--- src/rtl/uart_tx_fifo.sv ---
// First-word-fall-through byte FIFO that feeds the Uart transmitter.
// Producers write whenever FULL is low. The Uart drains bytes through the OE/RDY handshake.
module uart_tx_fifo #(
    parameter  int DEPTH  = 16,
    localparam int ADDR_W = $clog2(DEPTH)
) (
    input  logic              CLK,
    input  logic              RST_N,
    input  logic [7:0]        IN,
    input  logic              WE,
    output logic              FULL,
    output logic [7:0]        OUT,
    output logic              OE,
    input  logic              RDY,
    output logic [ADDR_W:0]   COUNT,
    output logic              OVF,
    input  logic              CLR_OVF
);

    // Handshake: a byte moves to the Uart on every CLK edge where OE=1 and RDY=1.
    // OUT always shows the head byte and is meaningful only while OE=1.
    // A write is accepted on every edge where WE=1 and FULL=0. A write while FULL is dropped and flagged in OVF.

    localparam logic [ADDR_W:0] COUNT_FULL = (ADDR_W + 1)'(DEPTH);
    localparam logic [ADDR_W:0] COUNT_ONE  = (ADDR_W + 1)'(1);
    localparam logic [ADDR_W-1:0] PTR_ONE  = ADDR_W'(1);

    logic [7:0]        mem [DEPTH];
    logic [ADDR_W-1:0] wr_ptr;
    logic [ADDR_W-1:0] rd_ptr;
    logic [ADDR_W:0]   count_next;
    logic              push;
    logic              pop;

    // Both qualifiers use registered flags, so a write into a full FIFO is rejected even when a pop happens in the same cycle.
    assign push = WE & ~FULL;
    assign pop  = OE & RDY;
    assign OUT  = mem[rd_ptr];

    always_comb begin
        count_next = COUNT;
        case ({push, pop})
            2'b10:   count_next = COUNT + COUNT_ONE;
            2'b01:   count_next = COUNT - COUNT_ONE;
            default: count_next = COUNT;
        endcase
    end

    // Storage is deliberately left unreset. Only the pointers define what is valid.
    always_ff @(posedge CLK) begin
        if (RST_N && push) begin
            mem[wr_ptr] <= IN;
        end
    end

    always_ff @(posedge CLK) begin
        if (!RST_N) begin
            wr_ptr <= '0;
            rd_ptr <= '0;
            COUNT  <= '0;
            OE     <= 1'b0;
            FULL   <= 1'b0;
            OVF    <= 1'b0;
        end else begin
            if (push) begin
                wr_ptr <= wr_ptr + PTR_ONE;
            end
            if (pop) begin
                rd_ptr <= rd_ptr + PTR_ONE;
            end
            COUNT <= count_next;
            OE    <= (count_next != '0);
            FULL  <= (count_next == COUNT_FULL);
            // When set and clear happen together, set wins.
            if (WE && FULL) begin
                OVF <= 1'b1;
            end else if (CLR_OVF) begin
                OVF <= 1'b0;
            end
        end
    end

endmodule

--- config.mk ---
export PLATFORM = sky130hd
export DESIGN_NAME = uart_tx_fifo
export DESIGN_NICKNAME = d
export VERILOG_FILES = /design/src/rtl/uart_tx_fifo.sv
export SDC_FILE = /design/constraint.sdc
export NUM_CORES = 1
export LEC_CHECK = 0
export CAP_MARGIN = 0
export CORE_ASPECT_RATIO = 0.9
export CORE_MARGIN = 2
export CORE_UTILIZATION = 43
export DETAILED_ROUTE_END_ITERATION = 10
export HOLD_SLACK_MARGIN = 0.12
export PLACE_DENSITY_LB_ADDON = 0.15
export SYNTH_ARGS = -nofsm -noshare
export SYNTH_HDL_FRONTEND = slang
export SYNTH_SLANG_ARGS = --single-unit
--- constraint.sdc ---
create_clock -name CLK -period 3.21 [get_ports CLK]
set_input_delay 0.642 -clock CLK [delete_from_list [all_inputs] [get_ports CLK]]
set_output_delay 0.642 -clock CLK [all_outputs]
set_load 0.05 [all_outputs]
==> impl_metrics.ini <==
[outcome]
outcome = finished clean

[sta]
worst_slack_ns = 0.214
slew_headroom_pct = 54.0
finalClockSkew_ns = 0.00712
worstMarginPinSlew_ns = 0.689
rsz0062_at_grt = no
setup-violations-final = 0
hold_violations = 0
finalSetupTns_ns = 0
fmax_mhz = 334
min_period_ns = 3.00
fin_crit_sh_pct = 93.3
slew_violations = 0

[die]
rows = 40
die_area_um2 = 14800
ios = 29
die_x_um = 128
die_y_um = 116
start_util_pct = 44.4
core_um2 = 13400

[route]
dr.pass1.iters = 5
totalWireLength_um = 11100
drc_errors = 0
viasPerCell = 5.36
ant_nets = 0
wl_per_cell_um = 20.5
routed-via-count = 2912
drtIter0Drc = 292

[finish]
layout_commonest_cell = edfxtp_1
layout_common_cells = edfxtp_1, buf_4, nor2_1, mux4_1, clkdlybuf4s50_1
nFillCells = 1084
drive_gt1_share_pct = 19.7
nets = 385
seqCellArea_um2 = 4250
area_growth_pct = 18.5
multiInputGateArea_um2 = 1590
antenna_cells = 0

[global_routing]
met3_usage_pct = 4.76
grt_pass1_vias = 2929
use_met1_pct = 22.6
use_met2_pct = 25.3
grt_busiest_layer = met2
grt_start_max_net_pins = 33
antenna_found_initial = 0
grt_overflow = 0
grtUsageTotal_pct = 16.3
grt_first_pass_wirelength_um = 17000

[logic_synthesis]
synth_seq_cells = 148
synthCells = 303
yosysUniqueCellTypes = 38
synthesis.area_per_instance_um2 = 19.6
ys_warn_count = 0
netlist_area_um2 = 5950
async_flop_share_pct = 0
synth_flop_cell = edfxtp_1
synth-edff-count = 128
synthesis.nets = 324
seq_area_frac_synth_pct = 71.3

[worst_setup_path]
critPathArrivalTime_ns = 2.35
slowest_stage = mux4_1
r2r-start = FULL
criticalPathCategory = flip-flop to primary output
crit_family = multiplexers
r2r_setup_slack_ns = 1.05
cp_max_fo = 32
crit_path_end_kind = primary output
r2r-end = FULL
worstSetupStartpointType = flip-flop
slowest_delay_ns = 0.61
ff2ff_path_depth = 10
cp_num_buf_inv = 2
path_cells = buf_12 > mux4_1 > mux4_2 > buf_4
cp.required_ns = 2.57

[placement]
gp_congestion = 0.750
portBuffers = 28
dp_hpwl_um = 7060
pre_cts_ws_ns = 0.233

[clock_network]
postCtsHoldBufs = 0
clk_path_buf_depth = 2
cts_tree = built
cts_buffers = 17
cts.repair.resized = 0
root_buffer = clkbuf_16
h-tree-depth = 4
path_clk_slew_ns = 0.05
cts_sinks = 148
clk_latency_ns = 0.41
cts_setup_buffers = 0

[min_path]
min_from = OVF
hp-class = flip-flop to flip-flop
min_to = OVF
whs_path_depth = 2

[pwr]
power_density_nw_per_um2 = 641
report.power.total_mw = 4.52
leakage_nw = 2.36
peakVddDrop_mv = 0.382

[flow_run]
drv_cap = 0
[kinds of logic after synthesis]
family	after synthesis	synth area share [%]
XOR/XNOR	10	1.47
multiplexers	42	17.0
AND/OR/NAND/NOR	62	5.06
AO/OA/AOI/OAI	14	1.51
adder cells (fa/ha/maj)	8	1.68
buffers and inverters	19	1.98
flip-flops	148	71.3
[worst min-delay path: cells and delay by family, from the launching register on]
family,cells,cell delay (ns)
DFF,1,0.31
AOI/OAI and AO/OA,1,0.05
and+or+nand+nor,1,0.07
[power breakdown]
| group | leakage [nW] | internal [mW] | switching (mW) | total [mW] |
|---|---|---|---|---|
| Clock | 0.242 | 1.04 | 0.679 | 1.72 |
| Sequential | 1.32 | 2.13 | 0.0378 | 2.17 |
| Combinational | 0.798 | 0.281 | 0.357 | 0.637 |
[per-layer routing]
| layer | up-vias | part of all wire [%] |
|---|---|---|
| met3 | 8 | 4.6 |
| met5 | - | 0 |
| met2 | 71 | 48 |
| met1 | 1484 | 47 |
| met4 | 0 | 0.87 |
| li1 | 1349 | - |
[synth_stat cells (all sizes together), types with 3 or more instances]
cell      n  area [µm²]
nand2     8        30.0
nor2     31         116
nor2b     4        25.0
mux4     40         991
clkbuf    5        18.8
buf       9        80.1
xnor2     4        35.0
edfxtp  128        3840
nand3     3        15.0
and2      3        18.8
inv       5        18.8
a21oi     4        20.0
xor2      6        52.6
nand2b    4        25.0
dfxtp    20         400
ha        8         100
[registers in the layout, indices dropped and copies added (netlist names), named ones only]
| name | flops |
|---|---|
| FULL | 1 |
| OE | 1 |
| rd_ptr | 4 |
| wr_ptr | 4 |
| COUNT | 5 |
| mem | 128 |
| OVF | 1 |
[through the flow]
stage	util [%]	std cells	hold slack [ns]	instance area, µm²
floorplan	-	303	0.480	5950
finish	52.6	543	0.473	7050
global placement	48.8	513	0.454	6550
detailed placement	48.8	513	0.469	6550
global route	52.6	543	0.503	7050
CTS	52.6	543	0.476	7050
[layout make-up]
type                    count  share of cell area [%]
clock buffers              21                    6.24
inverters                   5                   0.266
well taps                 168                    2.98
repair buffers             56                    6.85
flip-flops and latches    148                    60.2
clock inverters             9                   0.922
multi-input cells         136                    22.6
[worst max-delay path by stage]
stage,endpoint,cells past startpoint
2_1_floorplan,FULL,12
3_3_place_gp,FULL,11
3_5_place_dp,FULL,11
4_1_cts,OUT[4],4
5_1_grt,OUT[0],4
6_report,OUT[0],4
No activity file was read; power rests on OpenSTA's default activity.
==> RTL edit (same flow settings) <==
Reset style: asynchronous (`RST_N`), changed in one clocked block.
--- a/src/rtl/uart_tx_fifo.sv
+++ b/src/rtl/uart_tx_fifo.sv
@@ -53,7 +53,7 @@
         end
     end
 
-    always_ff @(posedge CLK) begin
+    always_ff @(posedge CLK or negedge RST_N) begin
         if (!RST_N) begin
             wr_ptr <= '0;
             rd_ptr <= '0;
Behaviour: differs if RST_N is asserted again (counterexample within 4 cycles, from zero or initial values and one cycle with RST_N low); with RST_N held inactive, the same outputs for 10 cycles.
==> RTL edit against the unedited design <==
  * Non-clock buffer count decreased by 6
  * Area after synthesis decreased by 1.2%
  * First-iteration DRC count decreased by 3.4%
  * Worst hold slack improved by 0.017 ns
  * Via count decreased by 3.1%
  * Sequential cell count decreased by 4
  * Setup slack got worse by 0.076 ns
  * Final area decreased by 1.6%
  * Count of clock-buffer cells in the layout decreased by 1
  * Wire length increased by 0.40%
  * Critical endpoint is now OUT[1]
  * Largest cell class unchanged
Power is not compared: it rests on default switching activity, and its combinational part moved more than twofold at a synthesized area within 25%.
==> RTL edit: results (changes against the unedited design) <==
NETLIST_TOP_CELLS_AREA='sky130_fd_sc_hd__edfxtp_1, sky130_fd_sc_hd__mux4_2, sky130_fd_sc_hd__dfrtp_1'
DETAIL_ROUTE.FIRST_PASS.ITERATIONS=4  # -1
DRT_WL_TOTAL_UM=11200  # +0.40%
CP_SLOWEST_STAGE_DELAY_NS=0.66  # +0.05 ns
HOLDWS_NS=0.489  # +0.0168 ns
SYNTHESIS.NETS=315  # -2.8%
SYNTH_COMMONEST_CELLS='sky130_fd_sc_hd__edfxtp_1, sky130_fd_sc_hd__mux4_2, sky130_fd_sc_hd__nor2_1'
WORST_SKEW_PAIR.LATE_LATENCY_NS=0.41  # about the same
WORSTPATHMAXFANOUT=35  # +9.4%
POST_PLACE_INSTANCE_AREA_UM2=6430  # -1.8%
GRT_MAX_DEGREE=36  # +9.1%
VIAS=2821  # -3.1%
FIRST_GLOBAL_VIAS=2887  # -1.4%
SKEW_NS=0.00598  # -0.00114 ns
DETAIL_ROUTE.WL_PER_CELL_UM=21.3  # +3.8%
MAX_SLEW_HEADROOM=0.536  # -0.00396
FIRST_ITER_VIOLATIONS=282  # -3.4%
HPWLAFTERDP_UM=7170  # +1.6%
PLACE.DETAILED.INSTANCES=493  # -3.9%
AVGSYNTHCELLAREA_UM2=20.0  # +1.9%
STATUS='finished clean'
REG2REG_SLACK_NS=0.89  # -0.16 ns
PLACE.PORT_BUFFERS=28  # unchanged
COMBINATIONALPOWER_mW=2.24
GRTUSAGEMET2=0.244  # -0.00856
USE_MET1=0.243  # +0.0173
SYNTH.LIB_CELLS_USED.DISTINCT=37  # -2.6%
GLOBALROUTEMET3UTIL=0.0507  # +0.00317
SYNTH.YOSYS.SEQ_AREA_SHARE=0.721  # +0.00834
CRITICAL_PATH.REG2REG.STARTPOINT='FULL$_DFF_PN0_'
HOLD_CLASS='in -> async'
FINALNETCOUNT=365  # -5.2%
YS_ASYNC_SR_FRACTION=0.111  # +0.111
WORSTREG2REGEND='FULL$_DFF_PN0_'
CTS.ROOT.BUFFER_CELL='sky130_fd_sc_hd__clkbuf_16'
PLACE_CONGESTION=0.757  # +0.85%
LAYOUT-DRIVE-GT1-SHARE=0.227  # +0.0296
YOSYS_WARNINGS=0  # unchanged
TIMING.CRITICAL_PATH.ARRIVAL_NS=2.43  # +0.08 ns
GRT_FIRST_PASS_WIRELENGTH_UM=17200  # +1.2%
RTL edit: changes by cell type after synthesis, sizes merged, moves of 4 or more:
| cell | unedited run | this run |
|---|---|---|
| dfxtp | 20 | 0 |
| dfrtp | 0 | 16 |
| nor2 | 31 | 18 |
| clkbuf | 5 | 13 |
| nor3 | 0 | 4 |
RTL edit: worst max-delay path by stage:
stage	startpoint	endpoint	slack (ns)	cells after the start
after floorplan	WE	FULL$_DFF_PN0_	0.43	12
after global placement	WE	FULL$_DFF_PN0_	0.23	11
after detailed placement	WE	FULL$_DFF_PN0_	0.22	11
after CTS	rd_ptr[0]$_DFFE_PN0P_	OUT[0]	0.10	4
after global routing	rd_ptr[0]$_DFFE_PN0P_	OUT[2]	0.04	4
final	rd_ptr[0]$_DFFE_PN0P_	OUT[1]	0.14	4
RTL edit: logic make-up after synthesis:
kind of cell | synth area share
buffers and inverters | 0.0247
multiplexers | 0.168
XOR/XNOR | 0.0164
adder cells (fa/ha/maj) | 0.0170
AO/OA/AOI/OAI | 0.0125
flip-flops | 0.721
AND/OR/NAND/NOR | 0.0398
RTL edit: per-layer routing:
metal  wire length, µm  vias up  part of all wire
met1              5340     1458              0.48
met5                 0        -                 0
li1                  -     1293                 -
met2              5090       62              0.46
met4               109        0            0.0098
met3               614        8             0.055
RTL edit: final cells by class:
cell class                      instances  area [µm²]  share of cell area
Clock inverter                         12        75.1              0.0108
Timing Repair Buffer                   50         450              0.0649
Inverter                                8        30.0             0.00433
Multi-Input combinational cell        123        1500               0.215
Tap cell                              168         210              0.0303
Clock buffer                           20         437              0.0629
Sequential cell                       144        4250               0.611
